--- config.mk ---
export PLATFORM = sky130hd
export DESIGN_NAME = delay_line_scheduler
export DESIGN_NICKNAME = d
export VERILOG_FILES = /design/src/rtl/delay_line_scheduler.sv
export SDC_FILE = /design/constraint.sdc
export NUM_CORES = 1
export LEC_CHECK = 0
export ABC_AREA = 1
export CORE_UTILIZATION = 35
export CTS_BUF_LIST = sky130_fd_sc_hd__clkbuf_4 sky130_fd_sc_hd__clkbuf_8
export CTS_CLUSTER_SIZE = 40
export DETAILED_ROUTE_END_ITERATION = 8
export PLACE_DENSITY = 0.66
export SLEW_MARGIN = 5
export SYNTH_ARGS = -nofsm -noshare
export SYNTH_HDL_FRONTEND = slang
export SYNTH_SLANG_ARGS = --single-unit
export TNS_END_PERCENT = 50
--- constraint.sdc ---
create_clock -name clk -period 3.5 [get_ports clk]
set_clock_uncertainty 0.15 [all_clocks]
set_input_delay 0.525 -clock clk [delete_from_list [all_inputs] [get_ports clk]]
set_output_delay 0.525 -clock clk [all_outputs]
set_load 0.01 [all_outputs]
--- src/rtl/delay_line_scheduler.sv ---
// delay_line_scheduler
//
// Per-sample sequencer for port 0 of the shared SRAM macro that holds the looper/delay ring
// buffer. Each sample_tick starts one fixed five-cycle access slot:
//   IDLE -> RD -> RDWAIT -> WR -> DONE -> IDLE
// The slot reads the delayed sample (delay mode) or the looped sample (loop mode). It then
// optionally writes the new sample at the current pointer. Next it advances the circular
// pointer. Finally it presents the read sample on dout with a one-cycle out_valid pulse.
//
// Ports
//   clk, rst_n      single clock domain, asynchronous active-low reset
//   sample_tick     one-cycle pulse per ADC sample (already synchronised)
//   record          1 = write din into the buffer this slot
//   delay_reverb    1 = delay mode (read ptr - delay_len), 0 = loop mode (read ptr)
//   delay_len       delay in samples, latched at sample_tick
//   din             new sample, latched at sample_tick
//   sram_csb0       SRAM port-0 chip select, active low
//   sram_web0       SRAM port-0 write enable, active low
//   sram_addr0      SRAM port-0 word address
//   sram_din0       SRAM write data, sample zero-extended to 32 bits
//   sram_dout0      SRAM read data, low DATA_W bits used
//   dout            sample read by the last completed slot
//   out_valid       one-cycle pulse while dout carries a freshly completed slot
//   busy            high while a slot is in progress
//   overrun         high in any cycle where sample_tick arrives while busy (tick dropped)

module delay_line_scheduler #(
  parameter int unsigned ADDR_W = 8,
  parameter int unsigned DATA_W = 16
) (
  input  logic              clk,
  input  logic              rst_n,
  input  logic              sample_tick,
  input  logic              record,
  input  logic              delay_reverb,
  input  logic [ADDR_W-1:0] delay_len,
  input  logic [DATA_W-1:0] din,
  output logic              sram_csb0,
  output logic              sram_web0,
  output logic [ADDR_W-1:0] sram_addr0,
  output logic [31:0]       sram_din0,
  input  logic [31:0]       sram_dout0,
  output logic [DATA_W-1:0] dout,
  output logic              out_valid,
  output logic              busy,
  output logic              overrun
);

  localparam int unsigned DinPad = 32 - DATA_W;

  localparam logic [2:0] StIdle   = 3'd0;
  localparam logic [2:0] StRd     = 3'd1;
  localparam logic [2:0] StRdWait = 3'd2;
  localparam logic [2:0] StWr     = 3'd3;
  localparam logic [2:0] StDone   = 3'd4;

  logic [2:0]        state_q, state_d;
  logic [ADDR_W-1:0] ptr_q;

  // Slot registers: inputs latched at the accepted tick, so mid-slot changes are ignored.
  logic [DATA_W-1:0] din_q;
  logic [ADDR_W-1:0] len_q;
  logic              rec_q;
  logic              dr_q;

  logic [DATA_W-1:0] rdata_q;
  logic [DATA_W-1:0] dout_q;
  logic [ADDR_W-1:0] rd_addr;
  logic              slot_start;

  logic unused_dout_hi;
  assign unused_dout_hi = ^sram_dout0[31:DATA_W];

  assign slot_start = (state_q == StIdle) && sample_tick;

  // Subtraction wraps modulo the buffer depth. A zero delay therefore reads the word at ptr
  // before this slot overwrites it, which gives a full-lap delay.
  assign rd_addr = dr_q ? (ptr_q - len_q) : ptr_q;

  always_comb begin
    state_d = state_q;
    case (state_q)
      StIdle:   if (sample_tick) state_d = StRd;
      StRd:     state_d = StRdWait;
      StRdWait: state_d = StWr;
      StWr:     state_d = StDone;
      StDone:   state_d = StIdle;
      default:  state_d = StIdle;
    endcase
  end

  always_ff @(posedge clk or negedge rst_n) begin
    if (!rst_n) begin
      state_q <= StIdle;
      ptr_q   <= '0;
      din_q   <= '0;
      len_q   <= '0;
      rec_q   <= 1'b0;
      dr_q    <= 1'b0;
      rdata_q <= '0;
      dout_q  <= '0;
    end else begin
      state_q <= state_d;
      if (slot_start) begin
        din_q <= din;
        len_q <= delay_len;
        rec_q <= record;
        dr_q  <= delay_reverb;
      end
      // One-cycle read latency: the data for the RD access is valid during RDWAIT.
      if (state_q == StRdWait) begin
        rdata_q <= sram_dout0[DATA_W-1:0];
      end
      // Loaded on entry to DONE so dout and out_valid change together.
      if (state_q == StWr) begin
        dout_q <= rdata_q;
      end
      if (state_q == StDone) begin
        ptr_q <= ptr_q + ADDR_W'(1);
      end
    end
  end

  // SRAM port 0 is decoded straight from state. An asynchronous reset therefore deasserts
  // the port in the same cycle, so no write from an aborted slot can complete.
  always_comb begin
    sram_csb0  = 1'b1;
    sram_web0  = 1'b1;
    sram_addr0 = '0;
    sram_din0  = '0;
    case (state_q)
      StRd: begin
        sram_csb0  = 1'b0;
        sram_addr0 = rd_addr;
      end
      StWr: begin
        if (rec_q) begin
          sram_csb0  = 1'b0;
          sram_web0  = 1'b0;
          sram_addr0 = ptr_q;
          sram_din0  = {{DinPad{1'b0}}, din_q};
        end
      end
      default: ;
    endcase
  end

  assign dout      = dout_q;
  assign out_valid = (state_q == StDone);
  assign busy      = (state_q != StIdle);
  // DONE counts as busy, so a tick landing on the last slot cycle is dropped as well.
  assign overrun   = sample_tick && busy;

endmodule

Yosys cells after proc, flatten, opt, wreduce, memory -nomap -nowiden
Index checks and enable logic that the tools add are counted.
{"block": "classes", "add_sub_neg": 2, "n_eq_ne": 5, "mux": 10, "reduce_logical": 4}
{"op": "16-bit two-way mux", "count": 2}
{"op": "8-bit two-way mux", "count": 2}
{"op": "8-bit case mux with 2 select lines", "count": 1}
{"op": "3-bit case mux with 4 select lines", "count": 1}
{"op": "8-bit by 1-bit adder with 8-bit output (second input constant)", "count": 1}
{"op": "8-bit subtractor", "count": 1}
{"op": "3-bit by 2-bit == test with 1-bit output (second input constant)", "count": 2}
{"op": "3-bit by 1-bit == test with 1-bit output (second input constant)", "count": 1}
{"op": "3-bit == test (second input constant)", "count": 1}
{"op": "3-bit logical NOT", "count": 1}
{"op": "3-bit two-way mux", "count": 1}
{"op": "3-bit nonzero test", "count": 1}
{"op": "1-bit logical AND", "count": 2}
{"op": "1-bit two-way mux", "count": 2}
{"op": "2-bit inequality test (second input constant)", "count": 1}
{"op": "1-bit case mux with 2 select lines", "count": 1}
{"block": "word_totals", "regBits": 69, "elab_cells": 29}

Depth between registers and ports, before layout
{"block": "depth", "ltp_word": 3, "ltp_mapped": 12, "ltp_nobuf": 12}

Worst setup path before layout
OpenSTA, ideal clock, no wires.
{"block": "synth_path", "path_type": "register -> output", "start": "register ptr_q[0]", "end": "output port sram_addr0[4]", "arrival_time_ns": 1.571, "setup_slack_ns": 1.254, "stages_incl_launch_ff": 10, "cell_sequence": "dfrtp_1 -> inv_1 -> ha_1 -> fa_1 -> inv_1 -> nand2_1 -> nand2_1 -> nand2_1 -> xor2_1 -> o21ai_1"}
{"block": "synth_between", "elab_chain_cells": 3}
{"item": "start, declared", "line": "58", "text": "logic [ADDR_W-1:0] ptr_q;"}
{"item": "start signal, assigned", "line": "119", "text": "ptr_q <= ptr_q + ADDR_W'(1);"}
{"item": "8-bit subtractor", "line": "78", "text": "assign rd_addr = dr_q ? (ptr_q - len_q) : ptr_q;"}
{"item": "8-bit two-way mux", "line": "78"}
{"item": "8-bit case mux with 2 select lines", "line": "131", "text": "case (state_q)"}
{"item": "end, declared", "line": "40", "text": "output logic [ADDR_W-1:0] sram_addr0,"}
No other way between the ends.

Final worst setup path
{"block": "layout_path", "start": "register ptr_q[0]", "end": "output port sram_addr0[6]"}
The elaborated chain is that of the path after synthesis.

==> results_dict.tcl <==
set metrics [dict create \
    p_switching_mw 1.462 \
    netlist.area_leader.share 0.5009 \
    power_mw 3.792 \
    root_buffer "clkbuf_8" \
    slew_headroom 0.3135 \
    antenna_cells 0 \
    cap_viol_max_count 0 \
    startpoint_type "flop" \
    vias 2691 \
    cp.arrival_ns 2.58 \
    clk_path_buf_depth 2 \
    crit_chain "inv_1 > ha_1 > fa_1 > inv_1 > nand2_1 > nand2_1 > nand3b_1 > nand2_1 > nand2_1 > nand3_1 > nand2_1 > nand2_1 > clkdlybuf4s50_1" \
    synth_top_cell_by_area "dfrtp_1" \
    post-synth-top-count-cell "nand2_1" \
    seqPwrFrac 0.369 \
    netlist_instances 377 \
    leakagePower_nw 2.236 \
    syn_area_per_cell_sq_um 9.143 \
    fp.dieW_microns 101.2 \
    routed_wl_mm 7.523 \
    rsz0062_at_grt "no" \
    drv_slew 0 \
    crit_type "flop to output pin" \
    pwr-share-comb 0.477 \
    worst_pin_slew_ns 1.027 \
    crit_family "buffers and inverters" \
    critPathSlowestCell "clkdlybuf4s50_1" \
    async_reset_ff_frac 1.000 \
    ys_warn_count 0 \
    p_per_area_mw_per_mm2 835.3 \
    netlist_area_sq_mm 0.003447 \
    grt_pass1_wl_mm 12.61 \
    clock_latency_ns 0.35 \
    postCtsSetupBuffers 0 \
    dr.pass1.iters 4 \
    num_rows 35 \
    min_period_ns 3.256 \
    clock.fmax_ghz 0.3071 \
    cts_hold_buf 0 \
    start_util 0.3678 \
    antenna_found_initial 0 \
    yosys_most_used_dff "dfrtp_1" \
    post_drt_wl_per_cell_microns 12.58 \
    fin_cells 598 \
    dr.first_iter.drc_count 88 \
    pwr-share-clk 0.154 \
    fin_nets 535 \
    finalSetupViolations 0 \
    worst-path-buf-inv 3 \
    hold_violations 0 \
    whs_ns 0.2256 \
    p_int_mw 2.329 \
    holdCritPathClass "primary input to asynchronous set/reset pin" \
    peakVddDrop_mv 0.3842 \
    gp_congestion 0.8217 \
    swShare 0.3857 \
    synth_area_leaders "dfrtp_1, nand2_1, mux2_4" \
    setup-tns-final_ns 0 \
    fp.dieH_microns 101.2 \
    ios 122 \
    worstPathMaxFanout 3 \
    synth_top_cells_by_count "nand2_1, dfrtp_1, nor2_1" \
    post-dp-hpwl_mm 5.060 \
    cts_resized 0 \
    post-route-period-util 0.9302 \
    drive_above_1_share 0.1023 \
    drc 0 \
    synth_edf_count 0 \
    design.core.area_sq_mm 0.009371 \
    cts_buffers 9 \
    track_usage 0.1602 \
    cts_sinks 69 \
    clk_pin_slew_worst_paths_ns 0.08 \
    htree_levels 3 \
    synth-seq-cells 69 \
    crit_required_ns 2.82 \
    placedCellCount 583 \
    path_common_cell "nand2_1" \
    cpPeakStageDelay_ns 0.53 \
    synth.distinct_cells 30 \
    area_growth_pct 31.69 \
    end_kind "output pin" \
    grt_start_max_net_pins 70 \
    dieArea_sq_mm 0.01025 \
    portBuffers 89 \
    viasPerCell 4.500 \
    drtAntennaViolNets 0 \
    seq_area_frac_synth 0.5009 \
    cts_tree "done" \
    grt_overflow 0 \
    status "finished, final reports clean" \
    grt_pass1_vias 2695 \
]
state kept, by name, summed over array words and instances, names as in the netlist:
signal,flops
state_q,3
rec_q,1
rdata_q,16
dout,16
din_q,16
ptr_q,8
dr_q,1
len_q,8
through the flow:
step | worst slack (ns) | utilization | instance area (sq um)
floorplan | 1.254 | - | 3503
global placement | 0.6522 | 0.4660 | 4367
detailed placement | 0.6195 | 0.4660 | 4367
CTS | 0.1996 | 0.4844 | 4539
global route | 0.07159 | 0.4844 | 4539
finish | 0.2442 | 0.4844 | 4539
routing by layer:
metal  track usage  vias to the layer above  routed length (microns)
met5             0                        -                        0
met4       0.04459                        0                       85
met3       0.06970                       10                      497
met2        0.2611                       84                     3534
met1        0.1932                     1275                     3407
li1              -                     1322                        -
layout by cell type, fill, tap and decap left out, drive strengths merged:
| cell | netlist | layout |
|---|---|---|
| o21ai | 23 | 23 |
| conb | 1 | 16 |
| dfrtp | 69 | 69 |
| clkinv | 0 | 1 |
| buf | 25 | 3 |
| o22ai | 2 | 2 |
| a21oi | 27 | 27 |
| nor2 | 52 | 52 |
| clkinvlp | 0 | 3 |
| or2 | 1 | 1 |
| clkdlybuf4s50 | 0 | 88 |
| inv | 47 | 49 |
| nor3 | 2 | 2 |
| nand3 | 12 | 12 |
| fa | 1 | 1 |
| nand2 | 71 | 71 |
| xor2 | 9 | 9 |
| ha | 8 | 8 |
| clkbuf | 4 | 9 |
| nand4 | 1 | 1 |
| a21boi | 1 | 1 |
| xnor2 | 1 | 1 |
| mux2 | 19 | 19 |
| nand3b | 1 | 1 |
path summary, 6_finish.rpt:
| path | from | slack, ns | cells after the start | end |
|---|---|---|---|---|
| setup / recovery | ptr_q[0] | 0.24 | 13 | sram_addr0[6] |
| hold / removal | rst_n | 0.23 | 2 | dout[3] |
| setup reg to reg | state_q[2] | 1.50 | 3 | rdata_q[14] |
| hold reg to reg | rdata_q[14] | 0.34 | 2 | dout[14] |
| max in group asynchronous | rst_n | 2.40 | 2 | din_q[8] |
| min in group clk | rdata_q[14] | 0.34 | 2 | dout[14] |
power by group through the flow:
stage	Sequential (mW)	Combinational, mW	Clock, mW
final	1.40	1.81	0.582
after global routing	1.45	2.03	0.649
after detailed placement	1.41	1.82	0
after global placement	1.40	1.78	0
after CTS	1.41	1.83	0.617
after floorplan	1.39	1.17	0
logic make-up (layout without fill, tap and decap cells):
kind of cell             after synthesis  count (layout)  share of synthesized area
XOR/XNOR                              10              10                    0.02541
AND/OR/NAND/NOR                      140             140                     0.1731
flip-flops                            69              69                     0.5009
AO/OA/AOI/OAI                         53              53                    0.07840
multiplexers                          19              19                    0.07731
other                                  1              16                   0.001088
buffers and inverters                 76             153                     0.1089
adder cells (fa/ha/maj)                9               9                    0.03485
final cells by class:
cell class | instances | area, sq um
fillers | 945 | 4832
repair buffers | 91 | 900.9
multi-input cells | 247 | 1401
well taps | 129 | 161.4
clock inverters | 6 | 48.80
inverters | 47 | 176.4
clock buffers | 9 | 123.9
flip-flops and latches | 69 | 1727
Power figures use the tool's default switching activity.
